## config.mk

```make
export PLATFORM = sky130hd
export DESIGN_NAME = seq_det_ctrl_flat
export DESIGN_NICKNAME = d
export VERILOG_FILES = /design/src/rtl/seq_det_pkg.sv /design/src/rtl/seq_det_ctrl_if.sv /design/src/rtl/seq_det_core.sv /design/src/rtl/seq_det_ctrl.sv /design/src/flat_wrapper.sv
export SDC_FILE = /design/constraint.sdc
export NUM_CORES = 1
export LEC_CHECK = 0
export ABC_AREA = 1
export ABC_CLOCK_PERIOD_IN_PS = 5300
export CAP_MARGIN = 20
export CELL_PAD_IN_SITES_DETAIL_PLACEMENT = 1
export CELL_PAD_IN_SITES_GLOBAL_PLACEMENT = 1
export CORE_MARGIN = 2
export CORE_UTILIZATION = 30
export CTS_CLUSTER_DIAMETER = 100
export DETAILED_ROUTE_END_ITERATION = 8
export PLACE_DENSITY_LB_ADDON = 0.1
export SLEW_MARGIN = 10
export SYNTH_ARGS = -nofsm -noshare
export SYNTH_HDL_FRONTEND = slang
export SYNTH_HIERARCHICAL = 1
export SYNTH_SLANG_ARGS = --single-unit
export TNS_END_PERCENT = 5
```

## constraint.sdc

```tcl
create_clock -name clk -period 5.3 [get_ports clk]
set_input_delay 1.06 -clock clk [delete_from_list [all_inputs] [get_ports clk]]
set_output_delay 1.06 -clock clk [all_outputs]
set_load 0.05 [all_outputs]
```

## src/rtl/seq_det_pkg.sv

```systemverilog
// Shared types for the programmable serial pattern detector: controller
// state encoding and the done_reason codes reported at the end of a run.
package seq_det_pkg;

    typedef enum logic [1:0] {
        IDLE  = 2'd0,
        ARMED = 2'd1,
        RUN   = 2'd2,
        DONE  = 2'd3
    } state_t;

    localparam logic [1:0] REASON_NONE    = 2'b00;
    localparam logic [1:0] REASON_TARGET  = 2'b01;
    localparam logic [1:0] REASON_TIMEOUT = 2'b10;
    localparam logic [1:0] REASON_ABORT   = 2'b11;

endpackage

```

## src/rtl/seq_det_ctrl_if.sv

```systemverilog
// Bus bundle for seq_det_ctrl: configuration handshake, run control,
// qualified serial input and run status. The sequencer/software side is
// the master, the detector is the slave.
interface seq_det_ctrl_if #(
    parameter int MAX_LEN = 8,
    parameter int CNT_W   = 8,
    parameter int TMO_W   = 16
);
    localparam int LEN_W = $clog2(MAX_LEN);

    logic               cfg_valid;
    logic               cfg_ready;
    logic [MAX_LEN-1:0] cfg_pattern;
    logic [LEN_W-1:0]   cfg_len;
    logic               cfg_overlap;
    logic [CNT_W-1:0]   cfg_target;
    logic [TMO_W-1:0]   cfg_timeout;
    logic               start;
    logic               abort;
    logic               in_valid;
    logic               in;
    logic               armed;
    logic               busy;
    logic               done;
    logic [1:0]         done_reason;
    logic               match_pulse;
    logic [CNT_W-1:0]   match_count;

    modport master (
        output cfg_valid, cfg_pattern, cfg_len, cfg_overlap, cfg_target, cfg_timeout,
        output start, abort, in_valid, in,
        input  cfg_ready, armed, busy, done, done_reason, match_pulse, match_count
    );

    modport slave (
        input  cfg_valid, cfg_pattern, cfg_len, cfg_overlap, cfg_target, cfg_timeout,
        input  start, abort, in_valid, in,
        output cfg_ready, armed, busy, done, done_reason, match_pulse, match_count
    );

endinterface

```

## src/rtl/seq_det_core.sv

```systemverilog
// Pattern matching datapath: history shift register, fill counter and a
// length-masked compare of {history, bit_in} against the pattern.
// bit 0 of the window is the newest bit. The match output is combinational
// and only asserts on a shift cycle.
module seq_det_core #(
    parameter int MAX_LEN = 8,
    parameter int LEN_W   = $clog2(MAX_LEN)
) (
    input  logic               clk,
    input  logic               rst,
    input  logic               clr,
    input  logic               shift_en,
    input  logic               bit_in,
    input  logic [MAX_LEN-1:0] pattern,
    input  logic [LEN_W-1:0]   len,
    input  logic               overlap,
    output logic               match
);

    logic [MAX_LEN-2:0] hist;
    logic [LEN_W:0]     fill;
    logic [MAX_LEN-1:0] window;
    logic [MAX_LEN-1:0] mask;

    assign window = {hist, bit_in};

    // Mask selects the low len+1 bits of the window for comparison.
    always_comb begin
        mask = '0;
        for (int i = 0; i < MAX_LEN; i++) begin
            mask[i] = (i <= int'(len));
        end
    end

    assign match = shift_en && (fill >= {1'b0, len}) && (((window ^ pattern) & mask) == '0);

    // Shift history on qualified bits; fill saturates at the pattern length
    // and restarts after a match when overlapping matches are disallowed.
    always_ff @(posedge clk or posedge rst) begin
        if (rst) begin
            hist <= '0;
            fill <= '0;
        end else if (clr) begin
            hist <= '0;
            fill <= '0;
        end else if (shift_en) begin
            hist <= window[MAX_LEN-2:0];
            if (match && !overlap) begin
                fill <= '0;
            end else if (fill <= {1'b0, len}) begin
                fill <= fill + 1'b1;
            end
        end
    end

endmodule

```

## src/rtl/seq_det_ctrl.sv

```systemverilog
// Run-time programmable serial pattern detector: controller FSM, shadow
// configuration, match counter and run status.
// Optional feature: define SEQ_DET_CTRL_TIMEOUT_EN to include the run
// timeout counter (done_reason 10). Without it cfg_timeout is ignored.
//
// state | meaning
// ------+---------------------------------------------------------
// IDLE  | after reset, waiting for a configuration
// ARMED | configuration held, waiting for start (or abort)
// RUN   | scanning the serial stream and counting matches
// DONE  | run ended, count and reason held; rerun or reconfigure
module seq_det_ctrl
    import seq_det_pkg::*;
#(
    parameter int MAX_LEN = 8,
    parameter int CNT_W   = 8,
    parameter int TMO_W   = 16
) (
    input  logic           clk,
    input  logic           rst,
    seq_det_ctrl_if.slave  bus
);

    localparam int LEN_W = $clog2(MAX_LEN);

    state_t             state;
    logic [MAX_LEN-1:0] pat_q;
    logic [LEN_W-1:0]   len_q;
    logic               ovl_q;
    logic [CNT_W-1:0]   tgt_q;
    logic [CNT_W-1:0]   cnt_q;
    logic [CNT_W-1:0]   cnt_inc;
    logic [1:0]         reason_q;
    logic               pulse_q;
    logic               cfg_take;
    logic               start_go;
    logic               shift_en;
    logic               core_match;
    logic               target_hit;
    logic               tmo_hit;

    // A simultaneous cfg handshake wins over start in DONE; abort wins over start in ARMED.
    assign cfg_take   = bus.cfg_valid && (state == IDLE || state == DONE);
    assign start_go   = bus.start && ((state == ARMED && !bus.abort) ||
                                      (state == DONE  && !bus.cfg_valid));
    assign shift_en   = (state == RUN) && bus.in_valid && !bus.abort;
    assign cnt_inc    = (cnt_q == {CNT_W{1'b1}}) ? cnt_q : cnt_q + 1'b1;
    assign target_hit = core_match && (tgt_q != '0) && (cnt_inc == tgt_q);

`ifdef SEQ_DET_CTRL_TIMEOUT_EN
    logic [TMO_W-1:0] tmo_cfg_q;
    logic [TMO_W-1:0] tmo_cnt_q;

    // Down-counter loaded with timeout-1 at start; terminal count at zero.
    always_ff @(posedge clk or posedge rst) begin
        if (rst) begin
            tmo_cfg_q <= '0;
            tmo_cnt_q <= '0;
        end else begin
            if (cfg_take) begin
                tmo_cfg_q <= bus.cfg_timeout;
            end
            if (start_go) begin
                tmo_cnt_q <= tmo_cfg_q - 1'b1;
            end else if (state == RUN && tmo_cnt_q != '0) begin
                tmo_cnt_q <= tmo_cnt_q - 1'b1;
            end
        end
    end

    assign tmo_hit = (state == RUN) && (tmo_cfg_q != '0) && (tmo_cnt_q == '0);
`else
    logic [TMO_W-1:0] unused_tmo;

    assign unused_tmo = bus.cfg_timeout;
    assign tmo_hit    = 1'b0;
`endif

    // Shadow configuration captured on the cfg handshake.
    always_ff @(posedge clk or posedge rst) begin
        if (rst) begin
            pat_q <= '0;
            len_q <= '0;
            ovl_q <= 1'b0;
            tgt_q <= '0;
        end else if (cfg_take) begin
            pat_q <= bus.cfg_pattern;
            len_q <= bus.cfg_len;
            ovl_q <= bus.cfg_overlap;
            tgt_q <= bus.cfg_target;
        end
    end

    seq_det_core #(
        .MAX_LEN (MAX_LEN),
        .LEN_W   (LEN_W)
    ) u_core (
        .clk      (clk),
        .rst      (rst),
        .clr      (start_go),
        .shift_en (shift_en),
        .bit_in   (bus.in),
        .pattern  (pat_q),
        .len      (len_q),
        .overlap  (ovl_q),
        .match    (core_match)
    );

    // Run-control FSM with match counter, pulse and end-of-run reason.
    always_ff @(posedge clk or posedge rst) begin
        if (rst) begin
            state    <= IDLE;
            cnt_q    <= '0;
            reason_q <= REASON_NONE;
            pulse_q  <= 1'b0;
        end else begin
            pulse_q <= 1'b0;
            case (state)
                IDLE: begin
                    if (cfg_take) state <= ARMED;
                end
                ARMED: begin
                    if (bus.abort) begin
                        state    <= DONE;
                        reason_q <= REASON_ABORT;
                    end else if (start_go) begin
                        state    <= RUN;
                        cnt_q    <= '0;
                        reason_q <= REASON_NONE;
                    end
                end
                RUN: begin
                    if (bus.abort) begin
                        state    <= DONE;
                        reason_q <= REASON_ABORT;
                    end else begin
                        if (core_match) begin
                            pulse_q <= 1'b1;
                            cnt_q   <= cnt_inc;
                        end
                        if (target_hit) begin
                            state    <= DONE;
                            reason_q <= REASON_TARGET;
                        end else if (tmo_hit) begin
                            state    <= DONE;
                            reason_q <= REASON_TIMEOUT;
                        end
                    end
                end
                DONE: begin
                    if (cfg_take) begin
                        state <= ARMED;
                    end else if (start_go) begin
                        state    <= RUN;
                        cnt_q    <= '0;
                        reason_q <= REASON_NONE;
                    end
                end
            endcase
        end
    end

    assign bus.cfg_ready   = (state == IDLE) || (state == DONE);
    assign bus.armed       = (state == ARMED);
    assign bus.busy        = (state == RUN);
    assign bus.done        = (state == DONE);
    assign bus.done_reason = reason_q;
    assign bus.match_pulse = pulse_q;
    assign bus.match_count = cnt_q;

endmodule

```

## src/flat_wrapper.sv

```systemverilog
// flat-port wrapper written by rule: the top's interface ports become plain ports
module seq_det_ctrl_flat import seq_det_pkg::*;
#(
    parameter int MAX_LEN = 8,
    parameter int CNT_W   = 8,
    parameter int TMO_W   = 16
)
  (clk, rst, bus_cfg_valid, bus_cfg_pattern, bus_cfg_len, bus_cfg_overlap, bus_cfg_target, bus_cfg_timeout, bus_start, bus_abort, bus_in_valid, bus_in, bus_cfg_ready, bus_armed, bus_busy, bus_done, bus_done_reason, bus_match_pulse, bus_match_count);
  seq_det_ctrl_if #(.MAX_LEN(MAX_LEN), .CNT_W(CNT_W), .TMO_W(TMO_W)) bus_i ();
  input  logic clk;
  input  logic rst;
  input wire logic [$bits(bus_i.cfg_valid)-1:0] bus_cfg_valid;
  input wire logic [$bits(bus_i.cfg_pattern)-1:0] bus_cfg_pattern;
  input wire logic [$bits(bus_i.cfg_len)-1:0] bus_cfg_len;
  input wire logic [$bits(bus_i.cfg_overlap)-1:0] bus_cfg_overlap;
  input wire logic [$bits(bus_i.cfg_target)-1:0] bus_cfg_target;
  input wire logic [$bits(bus_i.cfg_timeout)-1:0] bus_cfg_timeout;
  input wire logic [$bits(bus_i.start)-1:0] bus_start;
  input wire logic [$bits(bus_i.abort)-1:0] bus_abort;
  input wire logic [$bits(bus_i.in_valid)-1:0] bus_in_valid;
  input wire logic [$bits(bus_i.in)-1:0] bus_in;
  output wire logic [$bits(bus_i.cfg_ready)-1:0] bus_cfg_ready;
  output wire logic [$bits(bus_i.armed)-1:0] bus_armed;
  output wire logic [$bits(bus_i.busy)-1:0] bus_busy;
  output wire logic [$bits(bus_i.done)-1:0] bus_done;
  output wire logic [$bits(bus_i.done_reason)-1:0] bus_done_reason;
  output wire logic [$bits(bus_i.match_pulse)-1:0] bus_match_pulse;
  output wire logic [$bits(bus_i.match_count)-1:0] bus_match_count;
  assign bus_i.cfg_valid = bus_cfg_valid;
  assign bus_i.cfg_pattern = bus_cfg_pattern;
  assign bus_i.cfg_len = bus_cfg_len;
  assign bus_i.cfg_overlap = bus_cfg_overlap;
  assign bus_i.cfg_target = bus_cfg_target;
  assign bus_i.cfg_timeout = bus_cfg_timeout;
  assign bus_i.start = bus_start;
  assign bus_i.abort = bus_abort;
  assign bus_i.in_valid = bus_in_valid;
  assign bus_i.in = bus_in;
  assign bus_cfg_ready = bus_i.cfg_ready;
  assign bus_armed = bus_i.armed;
  assign bus_busy = bus_i.busy;
  assign bus_done = bus_i.done;
  assign bus_done_reason = bus_i.done_reason;
  assign bus_match_pulse = bus_i.match_pulse;
  assign bus_match_count = bus_i.match_count;
  seq_det_ctrl #(.MAX_LEN(MAX_LEN), .CNT_W(CNT_W), .TMO_W(TMO_W)) u_core (.clk(clk), .rst(rst), .bus(bus_i));
endmodule
```

==> impl_metrics.env, run 1 <==
export IMPL_critPathMaxStageDelay_ns=0.63
export IMPL_die_area_sq_um=9730
export IMPL_rsz0062_at_grt="no"
export IMPL_netlist_cell_type_count=33
export IMPL_cts_buffer_depth=2
export IMPL_io_pins=58
export IMPL_cp_data_arrival_time_ns=3.49
export IMPL_grt_pass1_vias=2607
export IMPL_first_pass_iters=4
export IMPL_cts_hold_fix_buffers=0
export IMPL_status="completed"
export IMPL_synth_seq_area_share=0.410
export IMPL_wirelength_mm=7.11
export IMPL_grt_usage=0.156
export IMPL_hold_slack_ns=0.479
export IMPL_portBuffers=41
export IMPL_cts_root_buf="clkbuf_8"
export IMPL_route_detailed_wl_per_inst_um=13.3
export IMPL_reg2reg_setup_slack_ns=2.42
export IMPL_hp_class="register to register"
export IMPL_vdd_ir_drop_max_uv=276
export IMPL_synth_area_sq_um=2690
export IMPL_initial_core_util=0.308
export IMPL_final_cells=535
export IMPL_critPathMaxFanout=8
export IMPL_slew_headroom=0.469
export IMPL_crit_buf_inv=2
export IMPL_rows=34
export IMPL_worstMarginPinSlew_ns=0.797
export IMPL_cp_common_cell="nand2_1"
export IMPL_place_gp_congestion=0.759
export IMPL_cts_sinks=44
export IMPL_htree_num_levels=2
export IMPL_finalSetupViolations=0
export IMPL_ant_nets=0
export IMPL_period_share=0.629
export IMPL_cpMaxStageDelayCell="a21oi_1"
export IMPL_mostFrequentLayoutCell="nand2_1"
export IMPL_synth_fp_nets=433
export IMPL_cp_start_kind="input pin"
export IMPL_tns_ns=0
export IMPL_hpwl_mm=5.61
export IMPL_core_area_sq_um=8720
export IMPL_max_freq_mhz=300
export IMPL_ys_ff_latch=44
export IMPL_cts_resized_gates=0
export IMPL_via_per_inst=4.61
export IMPL_crit_chain="clkdlybuf4s50_1, nor2_1, nand2_1, nor2_1, nand2_1, nor2_2, and3_2, inv_1, o21ai_0, nand2_1, a21oi_1, o21ai_0"
export IMPL_synthCells=381
export IMPL_grt_pass1_wl_mm=12.3
export IMPL_drv_cap=0
export IMPL_grt_antenna_before_repair=0
export IMPL_crit_type="input pin to register"
export IMPL_p_leak_nw=1.64
export IMPL_grt_max_degree=34
export IMPL_min_period_ns=3.33
export IMPL_areaGrowthSynthToFinish_pct=23.6
export IMPL_drive_above_1_share=0.0726
export IMPL_first_iter_violations=55
export IMPL_cts_tree="yes"
export IMPL_rr_endpoint="u_core/bus.match_count[3]"
export IMPL_path_clk_slew_ns=0.10
export IMPL_r2r_cells=14
export IMPL_powerDensity_nw_per_um2=505
export IMPL_hold_viol_final=0
export IMPL_overflow=0
export IMPL_drcViolationCount=0
export IMPL_placedCellCount=527
export IMPL_slew_violations=0
export IMPL_clk_latency_ns=0.31
export IMPL_dieWidth_um=98.7
export IMPL_crit_path_end_kind="register"
export IMPL_hold_end="u_core/pat_q[0]"
export IMPL_ys_warn_count=6
export IMPL_r2r_start="u_core/state[0]"
export IMPL_antennaDiodeCount=0
export IMPL_final_cell_mix="nand2_1 (144), inv_1 (52), dfrtp_1 (44), clkdlybuf4s50_1 (41), nand3_1 (34)"
export IMPL_cts_buffers=5
export IMPL_avgSynthCellArea_sq_um=7.05
export IMPL_crit_family="compound AO/OA/AOI/OAI gates"
export IMPL_worstPathRequired_ns=5.46
export IMPL_min_path_cells=2
export IMPL_finClkSkew_ns=0.0108
export IMPL_dr_total_vias=2468
export IMPL_dieHeight_um=98.7
export IMPL_finalNetCount=478
export IMPL_holdCritStartpoint="u_core/pat_q[0]"
export IMPL_power_mw=1.68
export IMPL_post_cts_buffers=0
per-stage QoR:
stage	instance area, sq um	util	worst slack, ns
floorplan	2690	-	2.71
global placement	3230	0.370	1.66
detailed placement	3230	0.370	1.61
CTS	3320	0.381	1.93
global route	3320	0.381	1.65
finish	3320	0.381	1.97
cells in the mapped netlist:
master | number | area [sq um]
a21boi_0 | 1 | 7.51
a21oi_1 | 2 | 10.0
a21oi_2 | 1 | 8.76
and3_2 | 1 | 7.51
buf_1 | 1 | 3.75
buf_2 | 1 | 5.00
buf_6 | 1 | 11.3
clkbuf_1 | 3 | 11.3
dfrtp_1 | 44 | 1100
ha_1 | 9 | 113
inv_1 | 52 | 195
inv_2 | 1 | 3.75
nand2_1 | 144 | 541
nand2_2 | 6 | 37.5
nand3_1 | 34 | 170
nand3_2 | 2 | 20.0
nand3b_1 | 1 | 7.51
nand4_1 | 1 | 6.26
nand4_2 | 1 | 12.5
nor2_1 | 25 | 93.8
nor2_2 | 2 | 12.5
nor2_4 | 2 | 22.5
nor3_1 | 3 | 15.0
o21ai_0 | 21 | 105
o21ai_1 | 1 | 5.00
o21ai_2 | 1 | 8.76
o21bai_4 | 1 | 18.8
o221ai_1 | 1 | 8.76
o22ai_1 | 11 | 68.8
or2_0 | 1 | 6.26
or2_2 | 1 | 6.26
xnor2_1 | 2 | 17.5
xor2_1 | 3 | 26.3
power by group:
| part | internal (mW) | total, mW | switching [mW] |
|---|---|---|---|
| Sequential | 0.452 | 0.558 | 0.106 |
| Clock | 0.0973 | 0.231 | 0.134 |
| Combinational | 0.310 | 0.890 | 0.580 |
| Total | 0.859 | 1.68 | 0.820 |
final cells by class:
cell class              instances  area (sq um)
flip-flops and latches         44          1100
clock inverters                 3          26.3
repair buffers                 44           433
clock buffers                   5          68.8
well taps                     108           135
inverters                      53           199
fillers                      1126          5400
multi-input cells             278          1360
registers in the layout (all words and copies together), names as in the netlist:
signal,cells
u_core/pat_q,8
u_core/bus.match_count,8
u_core/bus.done_reason,2
u_core/u_core/fill,4
u_core/tgt_q,8
u_core/u_core/hist,7
u_core/state,2
u_core/bus.match_pulse,1
u_core/ovl_q,1
u_core/len_q,3
cell families (layout without fill, tap and decap cells):
logic type,count (synthesis),after routing,synth area share
fa+ha+maj,9,9,0.0419
buf+inv,59,105,0.0857
xor+xnor,5,5,0.0163
compound gates,40,40,0.0899
flops,44,44,0.410
simple gates,224,224,0.357
worst max-delay path by stage:
stage / from / end / slack (ns) / cells after the start
6_report: bus_abort / u_core/bus.match_count[3] / 1.97 / 12
5_1_grt: bus_abort / u_core/bus.match_count[3] / 1.65 / 12
4_1_cts: bus_abort / u_core/bus.match_count[3] / 1.93 / 12
3_5_place_dp: bus_abort / u_core/bus.match_count[3] / 1.61 / 12
3_3_place_gp: bus_abort / u_core/bus.match_count[1] / 1.66 / 12
2_1_floorplan: bus_in_valid / u_core/bus.match_count[1] / 2.71 / 11
routing by layer:
| layer | wire length (um) | track usage |
|---|---|---|
| met1 | 3640 | 0.218 |
| met2 | 3210 | 0.258 |
| met3 | 207 | 0.0227 |
| met4 | 53 | 0.0348 |
| met5 | 0 | 0 |
worst min-delay path: stages, from the launching register on:
cell and delay, ns:
dfrtp_1 0.35, nand2_1 0.05, nand2_1 0.05
Power figures use the tool's default switching activity.
==> run 2: changes to the inputs <==
Settings changed: ABC_CLOCK_PERIOD_IN_PS 5300 to 3400.
Clock period 5.3 ns to 3.4 ns, I/O delays scaled along.
==> run 2 against run 1 <==
  * Worst setup slack worse by 1.2 ns
  * Die area unchanged
  * Core utilization increased by 0.17 points
  * Critical path depth fell by 8
  * Power rose by 57%
  * Design area rose by 0.45%
  * Non-clock buffer count grew 2
  * Clock power grew 56%
  * First-iteration DRC count grew 15%
  * Sequential cell count did not move
  * Final cell count increased by 0.37%
  * Critical path type is now register to output pin
  * Largest cell class unchanged
==> impl_metrics.env, run 2 (synthesis results as in run 1) <==
export IMPL_critPathMaxFanout=5
export IMPL_vdd_ir_drop_max_uv=581
export IMPL_multiInputGateArea_sq_um=1360
export IMPL_finalSetupViolations=0
export IMPL_cts_resized_gates=0
export IMPL_grt_max_degree=27
export IMPL_cpMaxStageDelayCell="clkdlybuf4s50_1"
export IMPL_mostFrequentLayoutCell="nand2_1"
export IMPL_powerDensity_nw_per_um2=789
export IMPL_areaGrowthSynthToFinish_pct=24.2
export IMPL_cp_data_arrival_time_ns=1.98
export IMPL_status="completed"
export IMPL_grt_usage=0.160
export IMPL_rr_endpoint="u_core/bus.match_count[1]"
export IMPL_antennaDiodeCount=0
export IMPL_grt_antenna_before_repair=0
export IMPL_portBuffers=41
export IMPL_register_area_sq_um=1100
export IMPL_cts_buffer_depth=2
export IMPL_tns_ns=0
export IMPL_crit_buf_inv=3
export IMPL_first_pass_iters=4
export IMPL_dr_total_vias=2509
export IMPL_max_freq_mhz=376
export IMPL_via_per_inst=4.67
export IMPL_hold_slack_ns=0.492
export IMPL_cp_start_kind="register"
export IMPL_crit_family="buffers and inverters"
export IMPL_power_mw=2.63
export IMPL_drive_above_1_share=0.0769
export IMPL_initial_core_util=0.308
export IMPL_path_depth=4
export IMPL_p_leak_nw=1.65
export IMPL_cts_root_buf="clkbuf_8"
export IMPL_cts_tree="yes"
export IMPL_rows=34
export IMPL_post_cts_buffers=0
export IMPL_hp_class="register to register"
export IMPL_core_area_sq_um=8720
export IMPL_clk_latency_ns=0.30
export IMPL_crit_chain="inv_1, ha_1, inv_1, clkdlybuf4s50_1"
export IMPL_io_pins=58
export IMPL_drv_cap=0
export IMPL_layout_setup_ws_ns=0.738
export IMPL_worstPathRequired_ns=2.72
export IMPL_dieHeight_um=98.7
export IMPL_finalNetCount=480
export IMPL_ant_nets=0
export IMPL_drcViolationCount=0
export IMPL_r2r_cells=13
export IMPL_post_place_ws_ns=0.427
export IMPL_final_cells=537
export IMPL_grt_pass1_vias=2529
export IMPL_cts_buffers=5
export IMPL_htree_num_levels=2
export IMPL_worstMarginPinSlew_ns=0.510
export IMPL_route_detailed_wl_per_inst_um=13.6
export IMPL_crit_type="register to output pin"
export IMPL_dieWidth_um=98.7
export IMPL_place_gp_congestion=0.780
export IMPL_overflow=0
export IMPL_r2r_start="u_core/state[0]"
export IMPL_grt_pass1_wl_mm=12.6
export IMPL_hpwl_mm=5.70
export IMPL_min_period_ns=2.66
export IMPL_slew_violations=0
export IMPL_endpoint="bus_cfg_ready"
export IMPL_fill_cells=1110
export IMPL_reg2reg_setup_slack_ns=0.87
export IMPL_slew_headroom=0.660
export IMPL_hold_viol_final=0
export IMPL_critPathMaxStageDelay_ns=0.79
export IMPL_crit_path_end_kind="output pin"
export IMPL_period_share=0.783
export IMPL_cts_hold_fix_buffers=0
export IMPL_die_area_sq_um=9730
export IMPL_cp_common_cell="inv_1"
export IMPL_finClkSkew_ns=0.00850
export IMPL_path_clk_slew_ns=0.09
export IMPL_first_iter_violations=63
export IMPL_cp_startpoint="u_core/state[0]"
export IMPL_cts_sinks=44
export IMPL_rsz0062_at_grt="no"
export IMPL_placedCellCount=529
export IMPL_wirelength_mm=7.28
export IMPL_final_cell_mix="nand2_1 (144), inv_1 (52), dfrtp_1 (44), clkdlybuf4s50_1 (41), nand3_1 (34)"
==> run 2: changes by cell type in the layout (fill, tap and decap cells not counted) <==
| cell | previous run | this run |
|---|---|---|
| buf_4 | 3 | 5 |
==> run 2: per-stage QoR <==
stage / area, sq um / util
3_3_place_gp: 3240 / 0.372
5_1_grt: 3340 / 0.383
3_5_place_dp: 3240 / 0.372
4_1_cts: 3340 / 0.383
2_1_floorplan: 2690 / -
6_report: 3340 / 0.383
==> run 2: worst min-delay path by stage <==
stage	startpoint	endpoint	slack (ns)	cells past startpoint
after floorplan	u_core/ovl_q	u_core/ovl_q	0.44	2
after detailed placement	u_core/pat_q[0]	u_core/pat_q[0]	0.48	2
after global routing	u_core/pat_q[0]	u_core/pat_q[0]	0.53	2
after CTS	u_core/pat_q[0]	u_core/pat_q[0]	0.51	2
after global placement	u_core/pat_q[0]	u_core/pat_q[0]	0.46	2
final	u_core/pat_q[0]	u_core/pat_q[0]	0.49	2
==> run 2: worst min-delay path, cell delays in order, from the launching register on <==
cell and delay, ns:
dfrtp_1 0.36, nand2_1 0.06, nand2_1 0.05
==> run 2: routing by layer <==
metal | wire length [um] | vias to the layer above | track usage
met5 | 0 | - | 0
li1 | - | 1297 | -
met2 | 3120 | 44 | 0.248
met3 | 246 | 7 | 0.0262
met4 | 71 | 0 | 0.0379
met1 | 3850 | 1161 | 0.234
==> run 2: cell type report <==
| class | instances | share of cell area |
|---|---|---|
| clock buffer | 5 | 0.0206 |
| clock inverter | 3 | 0.00787 |
| inverter | 53 | 0.0596 |
| multi-input combinational | 278 | 0.407 |
| sequential | 44 | 0.330 |
| tap | 108 | 0.0405 |
| timing repair buffer | 46 | 0.134 |
==> run 2: report_power, final <==
group	internal [mW]	total [mW]	switching, mW
clock network	0.152	0.361	0.210
logic	0.500	1.40	0.902
registers	0.705	0.869	0.164
==> run 3: changes to the inputs <==
Settings changed: ABC_CLOCK_PERIOD_IN_PS 3400 to 2400.
Clock period 3.4 ns to 2.4 ns, I/O delays scaled along.
==> run 3 against run 2 <==
  * Sequential share of layout area decreased by 1.0 points
  * Wire length up 0.56%
  * Combinational power is 49% higher
  * Critical path depth rose by 8
  * Clock-buffer cell count unchanged
  * Core utilization grew 1.3 points
  * Design area increased by 3.4%
  * Register-to-register slack lost 0.62 ns
  * Critical endpoint is now u_core/bus.match_count[3]
  * Global-route usage up 0.36 points
  * First-iteration DRC count is 24% higher
  * Highest routed layer unchanged
==> impl_metrics.env, run 3 (synthesis results as in run 1) <==
export IMPL_status="completed"
export IMPL_slew_headroom=0.667
export IMPL_io_pins=58
export IMPL_max_freq_mhz=464
export IMPL_final_cells=546
export IMPL_hold_viol_final=0
export IMPL_power_mw=3.89
export IMPL_initial_core_util=0.308
export IMPL_cts_buffer_depth=2
export IMPL_grt_max_degree=34
export IMPL_clk_latency_ns=0.30
export IMPL_antennaDiodeCount=0
export IMPL_finalNetCount=489
export IMPL_placedCellCount=538
export IMPL_crit_type="register to register"
export IMPL_comb_power_share=0.536
export IMPL_ant_nets=0
export IMPL_cts_sinks=44
export IMPL_drv_cap=0
export IMPL_hpwl_mm=5.83
export IMPL_cts_buffers=5
export IMPL_hp_class="register to register"
export IMPL_first_iter_violations=78
export IMPL_r2r_cells=12
export IMPL_areaGrowthSynthToFinish_pct=28.4
export IMPL_drcViolationCount=0
export IMPL_postLayoutCoreUtil=0.396
export IMPL_critPathMaxFanout=8
export IMPL_hold_slack_ns=0.492
export IMPL_place_gp_congestion=0.771
export IMPL_cts_root_buf="clkbuf_8"
export IMPL_p_sw_frac=0.467
export IMPL_clkPwrFrac=0.152
export IMPL_wirelength_mm=7.32
export IMPL_layout_setup_ws_ns=0.247
export IMPL_cts_hold_fix_buffers=0
export IMPL_tns_ns=0
export IMPL_die_area_sq_um=9730
export IMPL_hold_end="u_core/pat_q[0]"
export IMPL_p_leak_nw=1.74
export IMPL_cp_start_kind="register"
export IMPL_first_pass_iters=4
export IMPL_via_per_inst=4.63
export IMPL_route_detailed_wl_per_inst_um=13.4
export IMPL_p_sw_mw=1.81
export IMPL_worstMarginPinSlew_ns=0.498
export IMPL_holdCritStartpoint="u_core/pat_q[0]"
export IMPL_post_cts_buffers=0
export IMPL_portBuffers=41
export IMPL_overflow=0
export IMPL_finClkSkew_ns=0.00645
export IMPL_min_period_ns=2.15
export IMPL_dr_total_vias=2526
export IMPL_cp_data_arrival_time_ns=2.37
export IMPL_seqPwrFrac=0.311
export IMPL_mostFrequentLayoutCell="nand2_1"
export IMPL_period_share=0.897
export IMPL_r2r_start="u_core/u_core/fill[1]"
export IMPL_path_clk_slew_ns=0.09
export IMPL_dpl_cell_area_sq_um=3310
export IMPL_cts_tree="yes"
export IMPL_stdcell_area_sq_um=3450
export IMPL_rows=34
export IMPL_core_area_sq_um=8720
export IMPL_drive_above_1_share=0.114
export IMPL_vdd_ir_drop_max_uv=788
export IMPL_finalSetupViolations=0
export IMPL_rsz0062_at_grt="yes"
export IMPL_final_cell_mix="nand2_1 (144), inv_1 (52), dfrtp_1 (43), clkdlybuf4s50_1 (37), nand3_1 (34)"
export IMPL_min_path_cells=2
export IMPL_htree_num_levels=2
export IMPL_internal_power_mw=2.07
export IMPL_post_place_ws_ns=-0.156
export IMPL_slew_violations=0
export IMPL_worstPathRequired_ns=2.61
export IMPL_grt_pass1_vias=2639
export IMPL_powerDensity_nw_per_um2=1130
export IMPL_rr_endpoint="u_core/bus.match_count[3]"
export IMPL_dieHeight_um=98.7
export IMPL_dieWidth_um=98.7
export IMPL_grt_antenna_before_repair=0
export IMPL_grt_pass1_wl_mm=12.8
export IMPL_reg2reg_setup_slack_ns=0.25
export IMPL_crit_path_end_kind="register"
export IMPL_grt_usage=0.163
==> run 3: how the worst max path moves through the flow <==
stage / start / to / slack, ns / cells past startpoint
after CTS: u_core/state[0] / bus_done / 0.02 / 3
after global placement: bus_in_valid / u_core/state[0] / -0.12 / 15
final: u_core/u_core/fill[1] / u_core/bus.match_count[3] / 0.25 / 12
after floorplan: u_core/state[0] / u_core/bus.match_count[2] / 0.006 / 14
after global routing: u_core/state[0] / u_core/bus.done_reason[0] / -0.005 / 16
after detailed placement: bus_in_valid / u_core/state[1] / -0.16 / 15
==> run 3: power by group through the flow <==
stage | logic, mW | clock network (mW) | registers, mW
6_report | 2.08 | 0.592 | 1.21
3_3_place_gp | 2.06 | 0 | 1.22
4_1_cts | 2.13 | 0.614 | 1.21
3_5_place_dp | 2.12 | 0 | 1.23
5_1_grt | 2.41 | 0.656 | 1.25
2_1_floorplan | 1.40 | 0 | 1.26
==> run 3: critical path: stages (launching register included) <==
cell	delay [ns]
dfrtp_1	0.43
ha_1	0.29
inv_1	0.07
nor2_1	0.04
o21ai_0	0.20
nand3_1	0.16
and3_2	0.26
inv_1	0.09
o21ai_0	0.07
nand2_1	0.10
a21oi_2	0.04
buf_6	0.14
o21ai_0	0.19
==> run 3: metal layers <==
| metal | global-route usage | vias up | part of all wire |
|---|---|---|---|
| li1 | - | 1306 | - |
| met1 | 0.235 | 1178 | 0.51 |
| met2 | 0.258 | 37 | 0.45 |
| met3 | 0.0255 | 5 | 0.029 |
| met4 | 0.0400 | 0 | 0.0076 |
| met5 | 0 | - | 0 |
==> run 3: final cells by class <==
type,instances,area (sq um)
Fill cell,1104,5270
Multi-Input combinational cell,278,1380
Sequential cell,44,1100
Timing Repair Buffer,55,524
Inverter,53,199
Tap cell,108,135
Clock buffer,5,68.8
Clock inverter,3,42.5
==> run 3: repair_timing <==
action	in CTS	in global routing
gates resized for setup	0	9
endpoints found under the hold margin	0	0
setup endpoints to repair	0	15
